**config.mk**
```make
export PLATFORM = sky130hd
export DESIGN_NAME = sd_card_dat_responder
export DESIGN_NICKNAME = d
export VERILOG_FILES = /design/src/rtl/sd_dat_pkg.sv /design/src/rtl/sd_crc16.sv /design/src/rtl/sd_card_dat_responder.sv
export SDC_FILE = /design/constraint.sdc
export NUM_CORES = 1
export LEC_CHECK = 0
export CELL_PAD_IN_SITES_DETAIL_PLACEMENT = 0
export CELL_PAD_IN_SITES_GLOBAL_PLACEMENT = 2
export CORE_MARGIN = 3
export CORE_UTILIZATION = 40
export DETAILED_ROUTE_END_ITERATION = 7
export DONT_BUFFER_PORTS = 1
export PLACE_DENSITY_LB_ADDON = 0.2
export REMOVE_ABC_BUFFERS = 1
export SLEW_MARGIN = 20
export SYNTH_ARGS = -nofsm -noshare
export SYNTH_HDL_FRONTEND = slang
export SYNTH_HIERARCHICAL = 1
export SYNTH_SLANG_ARGS = --single-unit
```
**constraint.sdc**
```tcl
create_clock -name sd_clock -period 6.64 [get_ports sd_clock]
set_input_delay 1.328 -clock sd_clock [delete_from_list [all_inputs] [get_ports sd_clock]]
set_output_delay 1.328 -clock sd_clock [all_outputs]
set_load 0.005 [all_outputs]
```
**src/rtl/sd_dat_pkg.sv**
```systemverilog
// Shared definitions for the card-side SD DAT responder: FSM encoding,
// CRC16 polynomial, status token codes and framing bits.
package sd_dat_pkg;

  typedef enum logic [3:0] {
    IDLE,
    RX_WAIT_START,
    RX_DATA,
    RX_CRC,
    RX_END,
    RX_NCRC,
    TX_STATUS,
    TX_BUSY,
    TX_NAC,
    TX_START,
    TX_DATA,
    TX_CRC,
    TX_END
  } dat_state_t;

  localparam logic [15:0] CRC16_POLY     = 16'h1021;
  localparam logic [2:0]  STATUS_OK      = 3'b010;
  localparam logic [2:0]  STATUS_CRC_ERR = 3'b101;
  localparam logic        START_BIT      = 1'b0;
  localparam logic        END_BIT        = 1'b1;

endpackage

```
**src/rtl/sd_crc16.sv**
```systemverilog
// Bit-serial CRC16-CCITT (init 0), MSB first; clear has priority over enable.
module sd_crc16
  import sd_dat_pkg::*;
(
  input  logic        sd_clock,
  input  logic        reset,
  input  logic        clear,
  input  logic        enable,
  input  logic        data_bit,
  output logic [15:0] crc
);

  logic feedback;
  assign feedback = data_bit ^ crc[15];

  always_ff @(posedge sd_clock) begin
    if (reset || clear) begin
      crc <= 16'h0000;
    end else if (enable) begin
      crc <= {crc[14:0], 1'b0} ^ (feedback ? CRC16_POLY : 16'h0000);
    end
  end

endmodule

```
**src/rtl/sd_card_dat_responder.sv**
```systemverilog
// Card end of a single-line SD DAT link: receives host writes and answers
// with a CRC status token plus busy, and serialises host reads from tx_word.
//
// state         | meaning
// IDLE          | no transfer, DAT released
// RX_WAIT_START | waiting for host start bit
// RX_DATA       | shifting in data bits
// RX_CRC        | shifting in host CRC16
// RX_END        | sampling host end bit
// RX_NCRC       | turnaround before status token
// TX_STATUS     | driving 0,s2,s1,s0,1
// TX_BUSY       | holding DAT low
// TX_NAC        | turnaround before read block
// TX_START      | driving start bit, first word arrives
// TX_DATA       | driving data bits
// TX_CRC        | driving CRC16
// TX_END        | driving end bit
module sd_card_dat_responder
  import sd_dat_pkg::*;
#(
  parameter int BLOCK_WORDS = 1,
  parameter int NAC         = 2,
  parameter int NCRC        = 2,
  parameter int BUSY_CYCLES = 8
) (
  input  logic        sd_clock,
  input  logic        reset,
  input  logic        dat_in,
  output logic        dat_out,
  output logic        dat_oe,
  input  logic        write_start,
  input  logic        read_start,
  input  logic [3:0]  blocks,
  input  logic        abort,
  output logic [31:0] rx_word,
  output logic        rx_word_valid,
  input  logic [31:0] tx_word,
  output logic        tx_word_req,
  output logic        crc_error,
  output logic        busy,
  output logic        done
);

  localparam int CNT_W = 16;
  localparam logic [CNT_W-1:0] DATA_LAST  = CNT_W'(BLOCK_WORDS * 32 - 1);
  localparam logic [CNT_W-1:0] NAC_LAST   = CNT_W'(NAC - 1);
  localparam logic [CNT_W-1:0] NCRC_LAST  = CNT_W'(NCRC - 1);
  localparam logic [CNT_W-1:0] BUSY_LAST  = CNT_W'(BUSY_CYCLES - 1);
  localparam logic [CNT_W-1:0] CRC_LAST   = CNT_W'(15);
  localparam logic [CNT_W-1:0] TOKEN_LAST = CNT_W'(4);
  localparam logic [CNT_W-1:0] WORD_BITS  = CNT_W'(32);

  dat_state_t       state;
  logic [CNT_W-1:0] cnt;
  logic [31:0]      sr;
  logic [3:0]       blocks_lat;
  logic [3:0]       blk_cnt;
  logic             status_ok;
  logic             last_blk;
  logic             rx_ok;
  logic             crc_clr;
  logic             crc_en;
  logic             crc_bit;
  logic [15:0]      crc_val;

  assign last_blk = (blk_cnt == blocks_lat - 4'd1);
  assign rx_ok    = (sr[15:0] == crc_val) && (dat_in == END_BIT);
  assign busy     = (state != IDLE);

  // CRC accumulates exactly the data bits on the wire, in both directions.
  always_comb begin
    crc_clr = (state == IDLE) || (state == RX_WAIT_START) || (state == TX_NAC);
    crc_en  = 1'b0;
    crc_bit = 1'b0;
    case (state)
      RX_DATA: begin
        crc_en  = 1'b1;
        crc_bit = dat_in;
      end
      TX_START: begin
        crc_en  = 1'b1;
        crc_bit = tx_word[31];
      end
      TX_DATA: begin
        crc_en  = (cnt != '0);
        crc_bit = (cnt[4:0] == 5'd0) ? tx_word[31] : sr[31];
      end
      default: ;
    endcase
  end

  sd_crc16 u_crc (
    .sd_clock (sd_clock),
    .reset    (reset),
    .clear    (crc_clr),
    .enable   (crc_en),
    .data_bit (crc_bit),
    .crc      (crc_val)
  );

  always_ff @(posedge sd_clock) begin
    if (reset) begin
      state         <= IDLE;
      cnt           <= '0;
      sr            <= '0;
      blocks_lat    <= 4'd1;
      blk_cnt       <= '0;
      status_ok     <= 1'b0;
      dat_out       <= 1'b1;
      dat_oe        <= 1'b0;
      rx_word       <= '0;
      rx_word_valid <= 1'b0;
      tx_word_req   <= 1'b0;
      crc_error     <= 1'b0;
      done          <= 1'b0;
    end else begin
      rx_word_valid <= 1'b0;
      tx_word_req   <= 1'b0;
      done          <= 1'b0;
      if (abort) begin
        state   <= IDLE;
        dat_oe  <= 1'b0;
        dat_out <= 1'b1;
        cnt     <= '0;
        blk_cnt <= '0;
      end else begin
        case (state)
          IDLE: begin
            if (write_start || read_start) begin
              blocks_lat <= (blocks == 4'd0) ? 4'd1 : blocks;
              blk_cnt    <= '0;
              crc_error  <= 1'b0;
              if (write_start) begin
                state <= RX_WAIT_START;
              end else begin
                state       <= TX_NAC;
                cnt         <= NAC_LAST;
                tx_word_req <= (NAC == 1);
              end
            end
          end
          RX_WAIT_START: begin
            if (dat_in == START_BIT) begin
              state <= RX_DATA;
              cnt   <= DATA_LAST;
            end
          end
          RX_DATA: begin
            sr <= {sr[30:0], dat_in};
            if (cnt[4:0] == 5'd0) begin
              rx_word       <= {sr[30:0], dat_in};
              rx_word_valid <= 1'b1;
            end
            if (cnt == '0) begin
              state <= RX_CRC;
              cnt   <= CRC_LAST;
            end else begin
              cnt <= cnt - 1'b1;
            end
          end
          RX_CRC: begin
            sr <= {sr[30:0], dat_in};
            if (cnt == '0) state <= RX_END;
            else           cnt   <= cnt - 1'b1;
          end
          RX_END: begin
            status_ok <= rx_ok;
            if (!rx_ok) crc_error <= 1'b1;
            state <= RX_NCRC;
            cnt   <= NCRC_LAST;
          end
          RX_NCRC: begin
            if (cnt == '0) begin
              state   <= TX_STATUS;
              dat_oe  <= 1'b1;
              dat_out <= START_BIT;
              sr      <= {(status_ok ? STATUS_OK : STATUS_CRC_ERR), END_BIT, 28'b0};
              cnt     <= TOKEN_LAST;
            end else begin
              cnt <= cnt - 1'b1;
            end
          end
          TX_STATUS: begin
            if (cnt == '0) begin
              state   <= TX_BUSY;
              dat_out <= 1'b0;
              cnt     <= BUSY_LAST;
            end else begin
              dat_out <= sr[31];
              sr      <= {sr[30:0], 1'b0};
              cnt     <= cnt - 1'b1;
            end
          end
          TX_BUSY: begin
            if (cnt == '0) begin
              dat_oe  <= 1'b0;
              dat_out <= 1'b1;
              if (last_blk) begin
                state <= IDLE;
                done  <= 1'b1;
              end else begin
                blk_cnt <= blk_cnt + 4'd1;
                state   <= RX_WAIT_START;
              end
            end else begin
              cnt <= cnt - 1'b1;
            end
          end
          TX_NAC: begin
            if (cnt == '0) begin
              state   <= TX_START;
              dat_oe  <= 1'b1;
              dat_out <= START_BIT;
            end else begin
              if (cnt == CNT_W'(1)) tx_word_req <= 1'b1;
              cnt <= cnt - 1'b1;
            end
          end
          TX_START: begin
            dat_out <= tx_word[31];
            sr      <= {tx_word[30:0], 1'b0};
            cnt     <= DATA_LAST;
            state   <= TX_DATA;
          end
          TX_DATA: begin
            if (cnt == '0) begin
              state   <= TX_CRC;
              dat_out <= crc_val[15];
              sr      <= {crc_val[14:0], 17'b0};
              cnt     <= CRC_LAST;
            end else begin
              // Request lands one bit early so the next word loads with no gap.
              if (cnt[4:0] == 5'd0) begin
                dat_out <= tx_word[31];
                sr      <= {tx_word[30:0], 1'b0};
              end else begin
                dat_out <= sr[31];
                sr      <= {sr[30:0], 1'b0};
              end
              tx_word_req <= (cnt[4:0] == 5'd2) && (cnt > WORD_BITS);
              cnt         <= cnt - 1'b1;
            end
          end
          TX_CRC: begin
            if (cnt == '0) begin
              state   <= TX_END;
              dat_out <= END_BIT;
              done    <= last_blk;
            end else begin
              dat_out <= sr[31];
              sr      <= {sr[30:0], 1'b0};
              cnt     <= cnt - 1'b1;
            end
          end
          TX_END: begin
            dat_oe  <= 1'b0;
            dat_out <= 1'b1;
            if (last_blk) begin
              state <= IDLE;
            end else begin
              blk_cnt     <= blk_cnt + 4'd1;
              state       <= TX_NAC;
              cnt         <= NAC_LAST;
              tx_word_req <= (NAC == 1);
            end
          end
          default: state <= IDLE;
        endcase
      end
    end
  end

endmodule
```
# ---- Word-level counts from Yosys, hierarchy flattened
# Index checks and enable logic that the tools add are counted.
dict set report totals {
  ff_bits 115
  in_bits 42
  out_inout_bits 39
  wordCells 147
}
dict set report classes {
  addsub 3
  n_lt_le_gt_ge 1
  eq_ne 32
  mux 57
  n_bitwise 4
  reduce_logical 36
}
# op n
set op_table {}
lappend op_table {{$pmux 32 s5} 1}
lappend op_table {{$pmux 16 s9} 1}
lappend op_table {{$mux 16} 8}
lappend op_table {{$mux 32} 4}
lappend op_table {{$mux 4} 16}
lappend op_table {{$pmux 4 s13} 1}
lappend op_table {{$ne 2x2->1 const B} 13}
lappend op_table {{$eq 4x4->1 const B} 5}
lappend op_table {{$eq 16x1->1 const B} 1}
lappend op_table {{$eq 16x16->1} 1}
lappend op_table {{$eq 4x3->1 const B} 4}
lappend op_table {{$gt 16x6->1 const B} 1}
lappend op_table {{$logic_not 16->1} 1}
lappend op_table {{$mux 1} 16}
lappend op_table {{$reduce_bool 16->1} 1}
lappend op_table {{$sub 16x1->16 const B} 1}
lappend op_table {{$xor 16x16->16} 1}
lappend op_table {{$reduce_and 3->1} 5}
lappend op_table {{$mux 13} 1}
lappend op_table {{$pmux 4 s3} 1}
lappend op_table {{$reduce_or 2->1} 6}
lappend op_table {{$reduce_and 10->1} 1}
lappend op_table {{$reduce_bool 9->1} 1}
lappend op_table {{$eq 4x2->1 const B} 2}
lappend op_table {{other kinds (26)} 40}

# ---- Longest topological paths before layout
dict set report logic_depth {
  ltp_word 6
  depth_mapped 12
  ltp_nobuf 9
}

# ---- Modules after synthesis
# Netlist, hierarchy kept.
# mod n_inst cells_per_inst area_each_um2 seq_area_each_um2
set by_module_without_submodules {}
lappend by_module_without_submodules {sd_card_dat_responder 1 706 5391.4 1981.9}
lappend by_module_without_submodules {sd_crc16 1 60 633.1 320.3}

# ---- Worst setup path after synthesis
# OpenSTA, ideal clock, no wires.
dict set report synth_timing {
  path_type {flip-flop to flip-flop}
  from {reg cnt[0]}
  to {reg cnt[6]}
  setup_ns 0.115
  arrival_ns 2.810
  required_time_ns 6.525
  slack_ns 3.715
  path_stages_with_launch 12
  path_buffers 3
  synth_period_minus_slack_ns 2.925
  cell_sequence {dfxtp_1 > inv_1 > ha_1 > or4b_1 > clkbuf_1 > or4_1 > buf_2 > nor2_1 > or3_1 > buf_2 > nor4_1 > o21ba_2}
}
dict set report synth_between {
  elab_chain_cells 3
  word_cells_on_any_way 9
  classes_between {1 x add/sub; 1 x eq/ne; 5 x mux; 2 x reduce/logical}
}
# element line
set synth_lines {}
lappend synth_lines {{start: declaration} sd_card_dat_responder.sv:54} ;# logic [CNT_W-1:0] cnt;
lappend synth_lines {{start signal: assignment} sd_card_dat_responder.sv:158} ;# cnt <= cnt - 1'b1;
lappend synth_lines {{start signal: assignment} sd_card_dat_responder.sv:164} ;# else cnt <= cnt - 1'b1;
lappend synth_lines {{start signal: assignment} sd_card_dat_responder.sv:180} ;# cnt <= cnt - 1'b1;
lappend synth_lines {{$sub 16x1->16 or $logic_not 16->1 (tied branches)} --}
lappend synth_lines {{$mux 16 (tied with other cells)} --}
lappend synth_lines {{$pmux 16 s9 or $reduce_and 6->1 (tied branches)} --}
# Parallel ways exist; a longest one is shown, timed or not. The select of a mux whose other input is x is not followed.
# A chain may end at the register's enable or synchronous reset.

# ---- Worst setup path after layout
dict set report layout_timing {
  from {reg cnt[1]}
  to {reg sr[28]}
}
dict set report layout_between {
  elab_chain_cells 4
  word_cells_on_any_way 8
  classes_between {2 x eq/ne; 3 x mux; 3 x reduce/logical}
}
# element line
set layout_lines {}
lappend layout_lines {{$logic_not 5->1} sd_card_dat_responder.sv:233} ;# if (cnt[4:0] == 5'd0) begin
lappend layout_lines {{$mux 32} sd_card_dat_responder.sv:233}
lappend layout_lines {{$mux 32} sd_card_dat_responder.sv:226} ;# if (cnt == '0) begin
lappend layout_lines {{$pmux 32 s5} sd_card_dat_responder.sv:127} ;# case (state)
lappend layout_lines {{end signal: assignment} sd_card_dat_responder.sv:229} ;# sr <= {crc_val[14:0], 17'b0};
lappend layout_lines {{end signal: assignment} sd_card_dat_responder.sv:235} ;# sr <= {tx_word[30:0], 1'b0};
lappend layout_lines {{end signal: assignment} sd_card_dat_responder.sv:238} ;# sr <= {sr[30:0], 1'b0};
lappend layout_lines {{end: declaration} sd_card_dat_responder.sv:55} ;# logic [31:0] sr;
# Parallel ways exist; a longest one is shown, timed or not.

==> results.json <==
{
  "die_h_microns": 129,
  "arrival_ps": 4140,
  "gp_congestion": 0.822,
  "critical_path_peak_fanout": 64,
  "grt_use_total": 0.201,
  "antenna_found_initial": 0,
  "max_freq_mhz": 261,
  "setup_viol": 0,
  "grt_pass1_wl_microns": 26900,
  "synthCells": 766,
  "min_path_type": "register to register",
  "yosysWarnings": 6,
  "setup_tns_ps": 0,
  "syn_to_final_growth_pct": 10.7,
  "finalHoldViolations": 0,
  "die_w_microns": 129,
  "final_nets": 781,
  "syn_area_sq_mm": 0.00602,
  "hold_buffers": 0,
  "cts.sinks": 115,
  "coreArea_sq_mm": 0.0146,
  "synth_edf_count": 0,
  "synth_seq_area_share": 0.382,
  "status": "complete, no violations",
  "drt_iter0_markers": 436,
  "synth_top_cell_by_area": "dfxtp_1",
  "fin_crit_ps": 3830,
  "drc_errors": 0,
  "root_buffer": "clkbuf_16",
  "grt_pass1_vias": 5196,
  "vdd_drop_max_mv": 0.152,
  "fin_skew_ps": 18.8,
  "routedWlPerCell_microns": 17.8,
  "drv_slew": 0,
  "ios": 81,
  "synthTopCellsByCount": "116 x nand2_1, 115 x dfxtp_1, 98 x nor2_1",
  "routed-via-count": 5455,
  "clk_latency_ps": 420,
  "synth_most_common_cell": "nand2_1",
  "finalWirelength_microns": 16500,
  "ys_types": 65,
  "drtPass1Iterations": 6,
  "fillers": 1471,
  "overflow": 0,
  "netlist_top_cells_area": "dfxtp_1 38%, nand2_1 7.2%, nor2_1 6.1%",
  "synth_top_area_frac": 0.382,
  "cellLeakagePower_nw": 2.18,
  "dieArea_sq_mm": 0.0166,
  "relSlewSlack": 0.285,
  "final_core_util": 0.455,
  "path_class": "register to register",
  "powerDensity_mw_per_mm2": 295,
  "rsz0062_at_grt": "false",
  "portBuffers": 0,
  "clk_pin_slew_ps": 50,
  "clk_path_buf_depth": 2,
  "final_cells": 931,
  "worst_slew_pin_slew_ps": 1070,
  "cts_setup_buffers": 0,
  "cts_resized": 0,
  "vias_per_cell": 5.86,
  "start_util": 0.411,
  "end_kind": "register",
  "dpl.hpwl_microns": 11200,
  "htreeDepth": 4,
  "synthArstFlopShare": 0,
  "max_cap_viol_count": 0,
  "drive_gt1_frac": 0.0736,
  "holdWs_ps": 465,
  "placementRows": 44,
  "dp.cells": 899,
  "syn_avg_cell_area_sq_um": 7.86,
  "numCtsBuffers": 17,
  "grt_max_degree": 76,
  "timing.final.crit_share": 0.576,
  "synth_ff_type": "dfxtp_1",
  "required_ps": 6950,
  "ys_ff_latch": 115,
  "cp-start-kind": "register",
  "antenna_left": 0,
  "cts_tree": "done",
  "diodes": 0
}
[registers in the layout (all words and copies together), names as in the netlist]
| signal | cells |
|---|---|
| rx_word | 32 |
| done | 1 |
| sr | 32 |
| tx_word_req | 1 |
| crc_error | 1 |
| u_crc/crc | 16 |
| rx_word_valid | 1 |
| cnt | 16 |
| status_ok | 1 |
| blk_cnt | 4 |
| dat_oe | 1 |
| dat_out | 1 |
| state | 4 |
| blocks_lat | 4 |
[power by group]
part           switching (mW)  total (mW)  internal [mW]  leakage, nW
clock                   0.318       0.895          0.578        0.289
combinational           0.226       0.349          0.123        0.963
sequential             0.0167       0.721          0.704        0.928
[cell families after synthesis]
logic type | share of synthesized area
buffers and inverters | 0.0513
multiplexers | 0.0332
XOR/XNOR | 0.0503
flip-flops | 0.382
AO/OA/AOI/OAI | 0.234
adder cells (fa/ha/maj) | 0.0104
AND/OR/NAND/NOR | 0.238
[area by class of cell]
| cell class | count | area, sq um | area share |
|---|---|---|---|
| Inverter | 12 | 45.0 | 0.00676 |
| Clock inverter | 10 | 106 | 0.0160 |
| Multi-Input combinational cell | 577 | 3430 | 0.514 |
| Timing Repair Buffer | 11 | 82.6 | 0.0124 |
| Clock buffer | 22 | 474 | 0.0711 |
| Tap cell | 184 | 230 | 0.0345 |
| Sequential cell | 115 | 2300 | 0.345 |
[worst max-delay path, cell delays in order, from the launching register on]
cell and delay, ps:
dfxtp_1 330, inv_1 120, ha_1 270, or4b_1 850, or4_1 630, buf_4 280, a2111oi_4 320, buf_4 550
nor2_1 80, a311oi_1 260
[metrics by stage]
step | instance area (sq um) | worst slack (ps) | power, mW
detailed placement | 6080 | 2830 | 1.08
global route | 6670 | 2550 | 2.06
global placement | 6080 | 2920 | 1.08
finish | 6670 | 2810 | 1.97
floorplan | 5760 | 1890 | 0.991
CTS | 6660 | 2810 | 1.98
[layer usage]
metal / vias up / routed length [microns] / global-route usage
met3: 27 / 903 / 0.0473
li1: 2710 / - / -
met1: 2565 / 7410 / 0.255
met2: 153 / 7890 / 0.332
met4: 0 / 326 / 0.0735
met5: - / 0 / 0
[final timing paths]
| check | startpoint | cells after the start | to | slack [ps] |
|---|---|---|---|---|
| setup / recovery | cnt[1] | 9 | sr[28] | 2810 |
| hold / removal | rx_word[5] | 2 | rx_word[5] | 470 |
| setup reg to reg | cnt[1] | 9 | sr[28] | 2810 |
| hold reg to reg | rx_word[5] | 2 | rx_word[5] | 470 |
[cells in the final DEF (no fill, tap or decap), types with 7 or more instances in the layout]
cell / Yosys / layout
a211oi_1: 31 / 31
a21oi_1: 57 / 57
a222oi_1: 12 / 12
a22oi_1: 16 / 16
a31oi_1: 17 / 17
buf_4: 2 / 11
clkbuf_16: 0 / 17
dfxtp_1: 115 / 115
inv_1: 12 / 12
mux2i_1: 20 / 20
nand2_1: 116 / 116
nand2b_1: 7 / 7
nand3_1: 18 / 18
nand4_1: 10 / 10
nor2_1: 98 / 97
nor3_1: 14 / 14
nor4_1: 9 / 9
o21ai_0: 17 / 17
or3_1: 8 / 8
xnor2_1: 27 / 27
No activity file was read; power rests on OpenSTA's default activity.
